File: src/rtl/mem_wb_pkg.sv
// mem_wb_pkg: shared widths, constants and the pipeline bubble value used by exe_mem and mem_wb.
package mem_wb_pkg;
    localparam int ADDR_WIDTH     = 32;
    localparam int RDATA_WIDTH    = 32;
    localparam int RADDR_WIDTH    = 5;
    localparam int CSR_ADDR_WIDTH = 12;

    localparam logic [RDATA_WIDTH-1:0]    ZERO          = '0;
    localparam logic [RADDR_WIDTH-1:0]    ZERO_REG      = '0;
    localparam logic [CSR_ADDR_WIDTH-1:0] CSR_ZERO_ADDR = '0;
    localparam logic                      WRITE_DISABLE = 1'b0;

    typedef struct packed {
        logic                      valid;
        logic [ADDR_WIDTH-1:0]     inst_address;
        logic [RDATA_WIDTH-1:0]    reg_wdata;
        logic [RADDR_WIDTH-1:0]    reg_waddr;
        logic                      reg_we;
        logic                      csr_we;
        logic [RDATA_WIDTH-1:0]    csr_wdata;
        logic [CSR_ADDR_WIDTH-1:0] csr_waddr;
    } wb_regs_t;

    localparam wb_regs_t BUBBLE = '{
        valid:        1'b0,
        inst_address: ZERO,
        reg_wdata:    ZERO,
        reg_waddr:    ZERO_REG,
        reg_we:       WRITE_DISABLE,
        csr_we:       WRITE_DISABLE,
        csr_wdata:    ZERO,
        csr_waddr:    CSR_ZERO_ADDR
    };
endpackage

File: src/rtl/mem_wb_retire_counter.sv
// retire_counter: wrapping retired-instruction counter, sync active-low reset.
module retire_counter #(
    parameter int WIDTH = 64
) (
    input  logic             clk_in,
    input  logic             reset_in,
    input  logic             inc_in,
    output logic [WIDTH-1:0] cnt_out
);
    always_ff @(posedge clk_in)
        if (!reset_in) cnt_out <= '0;
        else if (inc_in) cnt_out <= cnt_out + WIDTH'(1);
endmodule

File: src/rtl/mem_wb.sv
// mem_wb: MEM/WB pipeline register with flush/hold/bubble control.
// Optional retired-instruction counter enabled by MEM_WB_RETIRE_CNT_EN.
module mem_wb
    import mem_wb_pkg::*;
#(
    parameter int RETIRE_CNT_WIDTH = 64
) (
    input  logic                        clk_in,
    input  logic                        reset_in,
    input  logic                        valid_in,
    input  logic [ADDR_WIDTH-1:0]       inst_address_in,
    input  logic [RDATA_WIDTH-1:0]      reg_wdata_in,
    input  logic [RADDR_WIDTH-1:0]      reg_waddr_in,
    input  logic                        reg_we_in,
    input  logic                        csr_we_in,
    input  logic [RDATA_WIDTH-1:0]      csr_wdata_in,
    input  logic [CSR_ADDR_WIDTH-1:0]   csr_waddr_in,
    input  logic                        mem_stall_in,
    input  logic                        wb_stall_in,
    input  logic                        flush_in,
    output logic                        valid_out,
    output logic [ADDR_WIDTH-1:0]       inst_address_out,
    output logic [RDATA_WIDTH-1:0]      reg_wdata_out,
    output logic [RADDR_WIDTH-1:0]      reg_waddr_out,
    output logic                        reg_we_out,
    output logic                        csr_we_out,
    output logic [RDATA_WIDTH-1:0]      csr_wdata_out,
    output logic [CSR_ADDR_WIDTH-1:0]   csr_waddr_out
`ifdef MEM_WB_RETIRE_CNT_EN
    ,
    output logic [RETIRE_CNT_WIDTH-1:0] retire_cnt_out
`endif
);
    wb_regs_t r;
    // Write enables of a bubble from the memory stage never reach the register
    wb_regs_t nxt;
    assign nxt = '{valid_in, inst_address_in, reg_wdata_in, reg_waddr_in, reg_we_in & valid_in,
                   csr_we_in & valid_in, csr_wdata_in, csr_waddr_in};

    always_ff @(posedge clk_in)
        if (!reset_in || flush_in) r <= BUBBLE;
        else if (!wb_stall_in) r <= mem_stall_in ? BUBBLE : nxt;

    assign valid_out        = r.valid;
    assign inst_address_out = r.inst_address;
    assign reg_wdata_out    = r.reg_wdata;
    assign reg_waddr_out    = r.reg_waddr;
    assign reg_we_out       = r.reg_we;
    assign csr_we_out       = r.csr_we;
    assign csr_wdata_out    = r.csr_wdata;
    assign csr_waddr_out    = r.csr_waddr;

`ifdef MEM_WB_RETIRE_CNT_EN
    retire_counter #(.WIDTH(RETIRE_CNT_WIDTH)) u_retire_counter (
        .clk_in  (clk_in),
        .reset_in(reset_in),
        .inc_in  (!flush_in && !wb_stall_in && !mem_stall_in && valid_in),
        .cnt_out (retire_cnt_out)
    );
`else
    logic [31:0] unused_cnt_width;
    assign unused_cnt_width = RETIRE_CNT_WIDTH;
`endif
endmodule

File: config.mk
export PLATFORM = sky130hd
export DESIGN_NAME = mem_wb
export DESIGN_NICKNAME = d
export VERILOG_FILES = /design/src/rtl/mem_wb_pkg.sv /design/src/rtl/mem_wb_retire_counter.sv /design/src/rtl/mem_wb.sv
export SDC_FILE = /design/constraint.sdc
export NUM_CORES = 1
export LEC_CHECK = 0
export BUFFER_PORTS_ARGS = -buffer_cell sky130_fd_sc_hd__buf_4
export CAP_MARGIN = 20
export CORE_AREA = 2 2 110 112
export DETAILED_ROUTE_END_ITERATION = 8
export DIE_AREA = 0 0 112 114
export PLACE_DENSITY = 0.75
export SYNTH_ARGS = -nofsm -noshare
export SYNTH_HDL_FRONTEND = slang
export SYNTH_HIERARCHICAL = 1
export SYNTH_SLANG_ARGS = --single-unit
File: constraint.sdc
create_clock -name clk_in -period 1.1 [get_ports clk_in]
set_clock_uncertainty 0.1 [all_clocks]
set_input_delay 0.22 -clock clk_in [delete_from_list [all_inputs] [get_ports clk_in]]
set_output_delay 0.22 -clock clk_in [all_outputs]
set_load 0.05 [all_outputs]
==> reports/metrics.yaml, run 1 <==
numClockSinks: 116
worst_pin_slew_ns: 0.239
route.final.wire_length_mm: 15.8
critPathRequiredTime_ns: 0.78
numCtsBuffers: 17
synth_warnings: 6
syn-cell-area_um2: 4640
slowest_stage: "dfxtp_2"
wl_per_cell_um: 16.5
period_needed_ns: 1.23
die_y_um: 114
setup_viol: 116
clock.fmax_mhz: 810
powerDensity_nw_per_um2: 1250
n_antenna_cell: 0
worst_r2r_path_depth: 4
fin_area_um2: 8500
start_util_pct: 39.6
final_common_cell: "buf_4"
cp_num_buf_inv: 1
cp_cell_sequence: "buf_8"
slowest_delay_ns: 0.36
route.detailed.drc: 0
syn_to_final_growth_pct: 83.1
core-area_um2: 11700
met1_length_mm: 6.23
num_rows: 40
grt_pass1_wl_mm: 23.3
cp-end-kind: "primary output"
via_count: 4817
io_buffer_count: 236
crit_type: "register to primary output"
clk_latency_ns: 0.40
gr-usage-all-layers_pct: 22.8
grt_start_max_net_pins: 53
route.met3.wl_mm: 1.06
worstReg2RegStart: "reg_wdata_out[22]$_SDFFE_PP0N_"
top_layer: "met4"
grt_pass1_vias: 4710
rsz0062_at_grt: "true"
drt_pass1_iterations: 4
gp_congestion: 0.805
start_kind: "register"
reg2reg_slack_ns: 0.14
clk_path_buf_depth: 2
die_w_um: 112
run_status: "finished with violations"
peakVddDrop_uv: 863
dieArea_um2: 12800
htree_levels: 4
fin_nets: 920
rr_endpoint: "reg_wdata_out[22]$_SDFFE_PP0N_"
cp_num_cells: 1
layout_common_cells: "191 x buf_4, 116 x nand2_1, 116 x a21oi_1, 116 x dfxtp_2, 114 x or3b_1"
via_per_inst: 5.03
dp_hpwl_mm: 9.57
hold_class: "input pin to register"
root_buffer: "clkbuf_16"
cp-startpoint: "inst_address_out[9]$_SDFFE_PP0N_"
synth_cells: 515
timing.final.ws_setup_ns: -0.134
maxCapViolations: 0
critPathArrivalTime_ns: 0.91
cp_max_fo: 2
io_pins: 237
finalMaxSlewViolations: 0
synth.distinct_cells: 11
timing.slew.headroom_pct: 84.1
syn_area_per_cell_um2: 9.01
placed_area_um2: 6640
cts_tree: "yes"
dp_slack_ns: -0.201
grt_overflow: 0
p_leak_nw: 3.55
cpLargestDelayFamily: "flip-flops"
wl_met2_mm: 8.17
clkTransAtPathRegs_ns: 0.05
critPathCapture: "inst_address_out[9]"
synth_fp_nets: 636
hold_viol_final: 0
synth_seq_cells: 116
min_from: "csr_we_in"
drive_above_1_share_pct: 56.7
ant_nets: 0
drt_iter0_drc: 345
antenna_found_initial: 0
period_share_pct: 112
utilization_pct: 72.6
yosysSeqAreaShare_pct: 50.1
violations: "negative setup slack"
[synthesized netlist by cell type]
cell	number	area share [%]
buf_4	1	0.16
nand2_1	116	9.4
or3b_1	114	22
nand4bb_1	2	0.49
nand2b_1	1	0.13
clkbuf_1	21	1.7
buf_2	18	1.9
a21oi_1	116	13
buf_6	8	1.9
dfxtp_1	116	50
buf_1	2	0.16
[flip-flops by register name (all words and copies together) (netlist names)]
| name | flops |
|---|---|
| csr_we_out | 1 |
| reg_we_out | 1 |
| reg_waddr_out | 5 |
| inst_address_out | 32 |
| csr_wdata_out | 32 |
| reg_wdata_out | 32 |
| csr_waddr_out | 12 |
| valid_out | 1 |
[cell families (layout without fill, tap and decap cells)]
logic type,after synthesis,after routing,share of synthesized area (%)
AND/OR/NAND/NOR,233,233,31.5
AO/OA/AOI/OAI,116,116,12.5
buffers and inverters,50,346,5.91
flip-flops,116,116,50.1
[timing repair]
action / 4_1_cts / 5_1_grt
resized for setup: 321 / 18
endpoints found under the setup margin: 116 / 116
setup buffers: 27 / 23
hold buffers: 0 / 0
gates cloned: 0 / 0
[worst min-delay path by stage]
stage / endpoint / slack, ns / depth (start not counted)
4_1_cts: csr_we_out$_SDFFE_PP0N_ / 0.007 / 3
3_3_place_gp: csr_wdata_out[6]$_SDFFE_PP0N_ / 0.35 / 2
2_1_floorplan: csr_we_out$_SDFFE_PP0N_ / 0.29 / 2
5_1_grt: reg_we_out$_SDFFE_PP0N_ / 0.03 / 3
3_5_place_dp: inst_address_out[29]$_SDFFE_PP0N_ / 0.35 / 2
6_report: csr_we_out$_SDFFE_PP0N_ / 0.02 / 3
[final cells by class]
| type | count | area [µm²] |
|---|---|---|
| repair buffers | 315 | 3290 |
| fillers | 748 | 3210 |
| flip-flops and latches | 116 | 2470 |
| multi-input cells | 349 | 2050 |
| clock buffers | 20 | 437 |
| well taps | 147 | 184 |
| clock inverters | 11 | 65.1 |
[per-stage QoR]
| step | setup TNS, ns | cells | total power [mW] | hold WS, ns |
|---|---|---|---|---|
| 5_1_grt | -16.17 | 958 | 11.0 | 0.0270 |
| 3_3_place_gp | -13.22 | 877 | 5.72 | 0.348 |
| 4_1_cts | -14.13 | 935 | 10.6 | 0.00684 |
| 6_report | -13.07 | 958 | 10.6 | 0.0192 |
| 2_1_floorplan | -0.00771 | 515 | 5.15 | 0.293 |
| 3_5_place_dp | -16.43 | 877 | 5.75 | 0.354 |
[power breakdown]
| group | total [mW] | switching (mW) | internal, mW |
|---|---|---|---|
| registers | 4.39 | 0.0777 | 4.31 |
| logic | 1.52 | 0.738 | 0.779 |
| clock network | 4.70 | 1.87 | 2.82 |
[layer usage]
layer  track usage (%)  up-vias
met5                 0        -
met3              6.06       27
met2              40.4      207
li1                  -     2347
met4              8.62        0
met1              26.5     2236
Power figures use the tool's default switching activity.
==> inputs of run 2 (changes only) <==
==> constraint.sdc (replaced) <==
create_clock -name clk_in -period 1.1 [get_ports clk_in]
set_clock_uncertainty 0.1 [all_clocks]
set_input_delay 0.11 -clock clk_in [delete_from_list [all_inputs] [get_ports clk_in]]
set_output_delay 0.11 -clock clk_in [all_outputs]
set_load 0.05 [all_outputs]
==> reports/metrics.yaml, run 2 (synthesis gave the netlist of run 1 again) <==
wl_per_cell_um: 19.6  # +18%
drt_iter0_drc: 599  # +74%
route.detailed.drc: 0  # unchanged
route.final.wire_length_mm: 21.0  # +33%
gp_congestion: 0.792  # -1.6%
placed_area_um2: 6610  # -0.47%
netSwitchingPower_mw: 2.83  # +5.3%
numCtsBuffers: 17  # unchanged
ant_nets: 0  # unchanged
cts_tree: "yes"
p_leak_nw: 4.05  # +14%
syn_to_final_growth_pct: 109
die_y_um: 114  # unchanged
crit_type: "input pin to register"
antenna_found_initial: 1  # +1
clock.fmax_mhz: 839  # +3.5%
combPwrFrac_pct: 17.0  # +2.7 points
via_per_inst: 5.26  # +4.7%
critPathArrivalTime_ns: 1.40  # +0.49 ns
timing.slew.headroom_pct: 82.7  # -1.4 points
slowest_delay_ns: 0.55  # +0.19 ns
sequentialPowerShare_pct: 38.8  # -2.6 points
cpLargestDelayFamily: "buffers and inverters"
numClockSinks: 116  # unchanged
clk_path_buf_depth: 2  # unchanged
powerDensity_nw_per_um2: 1170  # -6.6%
cp_num_buf_inv: 2  # +1
worst_pin_slew_ns: 0.259  # +0.0203 ns
hold_class: "input pin to register"
peakVddDrop_uv: 865  # +0.28%
hold_slack_ns: -0.0109  # -0.0301 ns
cp-end-kind: "register"
hold_viol_final: 1  # +1
dp_hpwl_mm: 9.25  # -3.4%
clkPwrFrac_pct: 44.2  # about the same
maxCapViolations: 0  # unchanged
period_needed_ns: 1.19  # -0.0421 ns
cp_max_fo: 1  # -1
num_rows: 40  # unchanged
root_buffer: "clkbuf_16"
switching_share_pct: 25.1  # -0.32 points
layout_common_cells: "192 x buf_4, 116 x nand2_1, 116 x dlygate4sd3_1"
rsz0062_at_grt: "true"
clkTransAtPathRegs_ns: 0.05  # about the same
core-area_um2: 11700  # unchanged
fin_nets: 1035  # +13%
dieArea_um2: 12800  # unchanged
io_buffer_count: 236  # unchanged
timing.final.ws_setup_ns: -0.0923  # +0.0421 ns
placedCellCount: 875  # -0.23%
htree_levels: 4  # unchanged
start_kind: "input pin"
grt_pass1_vias: 5587  # +19%
clk_latency_ns: 0.41  # about the same
power.internal_mw: 8.47  # +7.1%
violations: "negative hold slack, negative setup slack"
setup_viol: 119  # +2.6%
drt_pass1_iterations: 5  # +1
cp_cell_sequence: "dlygate4sd3_1, buf_4, or3b_1, a21oi_1"
grt_overflow: 0  # unchanged
finalMaxSlewViolations: 0  # unchanged
hold_depth: 3  # unchanged
gr-usage-all-layers_pct: 29.4  # +6.6 points
run_status: "finished with violations"
fin_area_um2: 9700  # +14%
start_util_pct: 39.6  # unchanged
drive_above_1_share_pct: 50.2  # -6.6 points
via_count: 5649  # +17%
grt_pass1_wl_mm: 29.5  # +26%
final_common_cell: "buf_4"
utilization_pct: 82.8  # +10 points
critPathRequiredTime_ns: 1.31  # +0.53 ns
period_share_pct: 108  # -3.8 points
worst_r2r_path_depth: 4  # unchanged
total_power_mw: 11.3  # +6.6%
layoutNonFillerInstCount: 1073  # +12%
io_pins: 237  # unchanged
die_w_um: 112  # unchanged
slowest_stage: "dlygate4sd3_1"
cp_num_cells: 4  # +3
grt_start_max_net_pins: 73  # +38%
==> run 2: cell count changes in the layout (fill, tap and decap cells not counted), sizes merged <==
cell         previous run  this run
dlygate4sd3             0       116
clkinvlp                4         0
diode                   0         1
clkbuf                 20        25
buf                   315       314
clkinv                  7         5
==> run 2: power by group through the flow <==
stage | Clock [mW] | Combinational (mW) | Sequential, mW
after floorplan | 0 | 0.435 | 4.71
after global placement | 0 | 1.29 | 4.42
after detailed placement | 0 | 1.31 | 4.43
after CTS | 4.99 | 1.77 | 4.38
after global routing | 5.25 | 2.00 | 4.39
final | 4.99 | 1.92 | 4.38
==> run 2: what timing repair did <==
item	CTS	global route
pin swaps	0	1
setup endpoints to repair	116	122
endpoints found under the hold margin	116	0
buffers inserted	18	33
gates resized for setup	318	32
hold buffers	117	0
==> run 2: final cells by class <==
| class | count | area, µm² |
|---|---|---|
| Timing Repair Buffer | 430 | 4430 |
| Sequential cell | 116 | 2480 |
| Multi-Input combinational cell | 349 | 2070 |
| Fill cell | 576 | 2010 |
| Clock buffer | 25 | 505 |
| Tap cell | 147 | 184 |
| Clock inverter | 5 | 25.0 |
| Antenna cell | 1 | 2.50 |
==> run 2: through the flow <==
stage                     worst slack [ns]  setup TNS, ns
final                              -0.0923          -2.20
after global routing               -0.0647          -5.23
after CTS                          -0.0480          -2.45
after detailed placement            -0.118          -8.90
after global placement             -0.0727          -5.75
after floorplan                     0.0359              0
==> run 2: final timing paths <==
path                                       start                             end  slack (ns)
setup / recovery                reg_wdata_in[29]  reg_wdata_out[29]$_SDFFE_PP0N_       -0.09
hold / removal                       wb_stall_in   reg_wdata_out[9]$_SDFFE_PP0N_       -0.01
setup reg to reg  reg_wdata_out[29]$_SDFFE_PP0N_  reg_wdata_out[29]$_SDFFE_PP0N_        0.05
hold reg to reg   csr_wdata_out[12]$_SDFFE_PP0N_  csr_wdata_out[12]$_SDFFE_PP0N_        0.37
==> run 2: worst reg2reg max path: cells and delay by family, from the launching register on <==
kind,cells,cell delay [ns]
DFF,1,0.35
AOI/OAI and AO/OA,1,0.23
buffers and inverters,2,0.21
and+or+nand+nor,1,0.07
==> run 2: routing by layer <==
layer  wire [µm]  part of all wire (%)  up-vias  track usage, %
met5           0                     0        -               0
met4         979                   4.7        0            13.6
met3        1600                   7.6       85            9.30
met2       10800                    52      343            52.7
met1        7590                    36     2640            31.7
li1            -                     -     2581               -
==> inputs of run 3 (changes only) <==
Settings changed: HOLD_SLACK_MARGIN set to 0.12.
==> reports/metrics.yaml, run 3 (synthesis gave the netlist of run 1 again) <==
run_status: "finished with violations"
violations: "negative hold slack, negative setup slack"
core-area_um2: 11700  # unchanged
drt_pass1_iterations: 7  # +2
route.final.wire_length_mm: 21.2  # +1.0%
placedCellCount: 875  # unchanged
peakVddDrop_uv: 859  # -0.73%
fin_nets: 1037  # +0.19%
syn_to_final_growth_pct: 110
root_buffer: "clkbuf_16"
ant_nets: 0  # unchanged
dp_slack_ns: -0.118  # unchanged
clk_path_buf_depth: 2  # unchanged
via_count: 5688  # +0.69%
io_buffer_count: 236  # unchanged
dp_hpwl_mm: 9.25  # unchanged
p_leak_nw: 4.07  # +0.42%
cp-startpoint: "reg_wdata_in[29]"
io_pins: 237  # unchanged
via_per_inst: 5.29  # +0.50%
start_kind: "input pin"
gr-usage-all-layers_pct: 29.5  # +0.079 points
setup_viol: 126  # +5.9%
clock.fmax_mhz: 840  # +0.13%
die_w_um: 112  # unchanged
worstReg2RegStart: "reg_wdata_out[29]$_SDFFE_PP0N_"
start_util_pct: 39.6  # unchanged
drt_iter0_drc: 559  # -6.7%
antenna_found_initial: 1  # unchanged
grt_overflow: 0  # unchanged
critPathRequiredTime_ns: 1.31  # about the same
dieArea_um2: 12800  # unchanged
total_power_mw: 11.3  # about the same
critPathArrivalTime_ns: 1.40  # about the same
layoutNonFillerInstCount: 1075  # +0.19%
hold_class: "input pin to register"
timing.slew.headroom_pct: 82.9  # +0.20 points
rsz0062_at_grt: "true"
gp_congestion: 0.792  # unchanged
cp-end-kind: "register"
final_common_cell: "buf_4"
route.detailed.drc: 0  # unchanged
tns_ns: -2.31  # -0.111 ns
grt_pass1_vias: 5591  # +0.072%
hold_slack_ns: -0.00639  # +0.00452 ns
period_share_pct: 108  # -0.14 points
drive_above_1_share_pct: 50.2  # about the same
timing.final.ws_setup_ns: -0.0907  # +0.00152 ns
grt_pass1_wl_mm: 29.5  # about the same
crit_type: "input pin to register"
powerDensity_nw_per_um2: 1160  # -0.26%
grt_start_max_net_pins: 73  # unchanged
die_y_um: 114  # unchanged
cts_hold_buf: 119  # +1.7%
worst_pin_slew_ns: 0.256  # -0.00303 ns
clk_latency_ns: 0.41  # about the same
cp_max_fo: 1  # unchanged
placed_area_um2: 6610  # unchanged
num_rows: 40  # unchanged
numClockSinks: 116  # unchanged
cts_tree: "yes"
hold_viol_final: 1  # unchanged
min_from: "wb_stall_in"
layout_common_cells: "191 x buf_4, 118 x dlygate4sd3_1, 116 x nand2_1"
utilization_pct: 83.1  # +0.29 points
wl_per_cell_um: 19.7  # +0.84%
fin_area_um2: 9730  # +0.35%
finalMaxSlewViolations: 0  # unchanged
htree_levels: 4  # unchanged
period_needed_ns: 1.19  # -0.00152 ns
numCtsBuffers: 17  # unchanged
clkTransAtPathRegs_ns: 0.05  # about the same
maxCapViolations: 0  # unchanged
## run 3: routing by layer
layer  up-vias  global-route usage, %  wire length (µm)
met5         -                      0                 0
met4         0                   14.2              1020
met3        91                   9.56              1620
met2       357                   52.6             11000
met1      2653                   31.6              7560
li1       2587                      -                 -
## run 3: repair_timing
action                     CTS  global route
buffers inserted            18            32
cloned                       0             0
pin swaps                    0             2
resized for setup          318            36
setup endpoints to repair  116           128
hold endpoints to repair   116             5
## run 3: final cells by class
type	count	area [µm²]
Tap cell	147	184
Antenna cell	1	2.50
Clock buffer	25	505
Timing Repair Buffer	432	4460
Fill cell	571	1980
Multi-Input combinational cell	349	2080
Clock inverter	5	25.0
Sequential cell	116	2480
## run 3: where the power goes
group          leakage (nW)  switching (mW)  total [mW]  internal [mW]
Clock                 0.269            1.86        4.99           3.13
Sequential            0.997          0.0852        4.38           4.30
Combinational          2.80           0.887        1.94           1.05
Total                  4.07            2.84        11.3           8.47
## run 3: path summary, 6_finish.rpt
path                                                        to  slack, ns  depth (start not counted)
worst max-delay path            reg_wdata_out[29]$_SDFFE_PP0N_      -0.09                          4
worst min-delay path             reg_wdata_out[9]$_SDFFE_PP0N_     -0.006                          3
worst max register to register  reg_wdata_out[29]$_SDFFE_PP0N_       0.06                          4
worst min register to register  csr_wdata_out[12]$_SDFFE_PP0N_       0.37                          2
## run 3: worst max-delay path, cell delays in order
cell and delay, ns:
dlygate4sd3_1 0.54, buf_4 0.11, or3b_1 0.39, a21oi_1 0.24
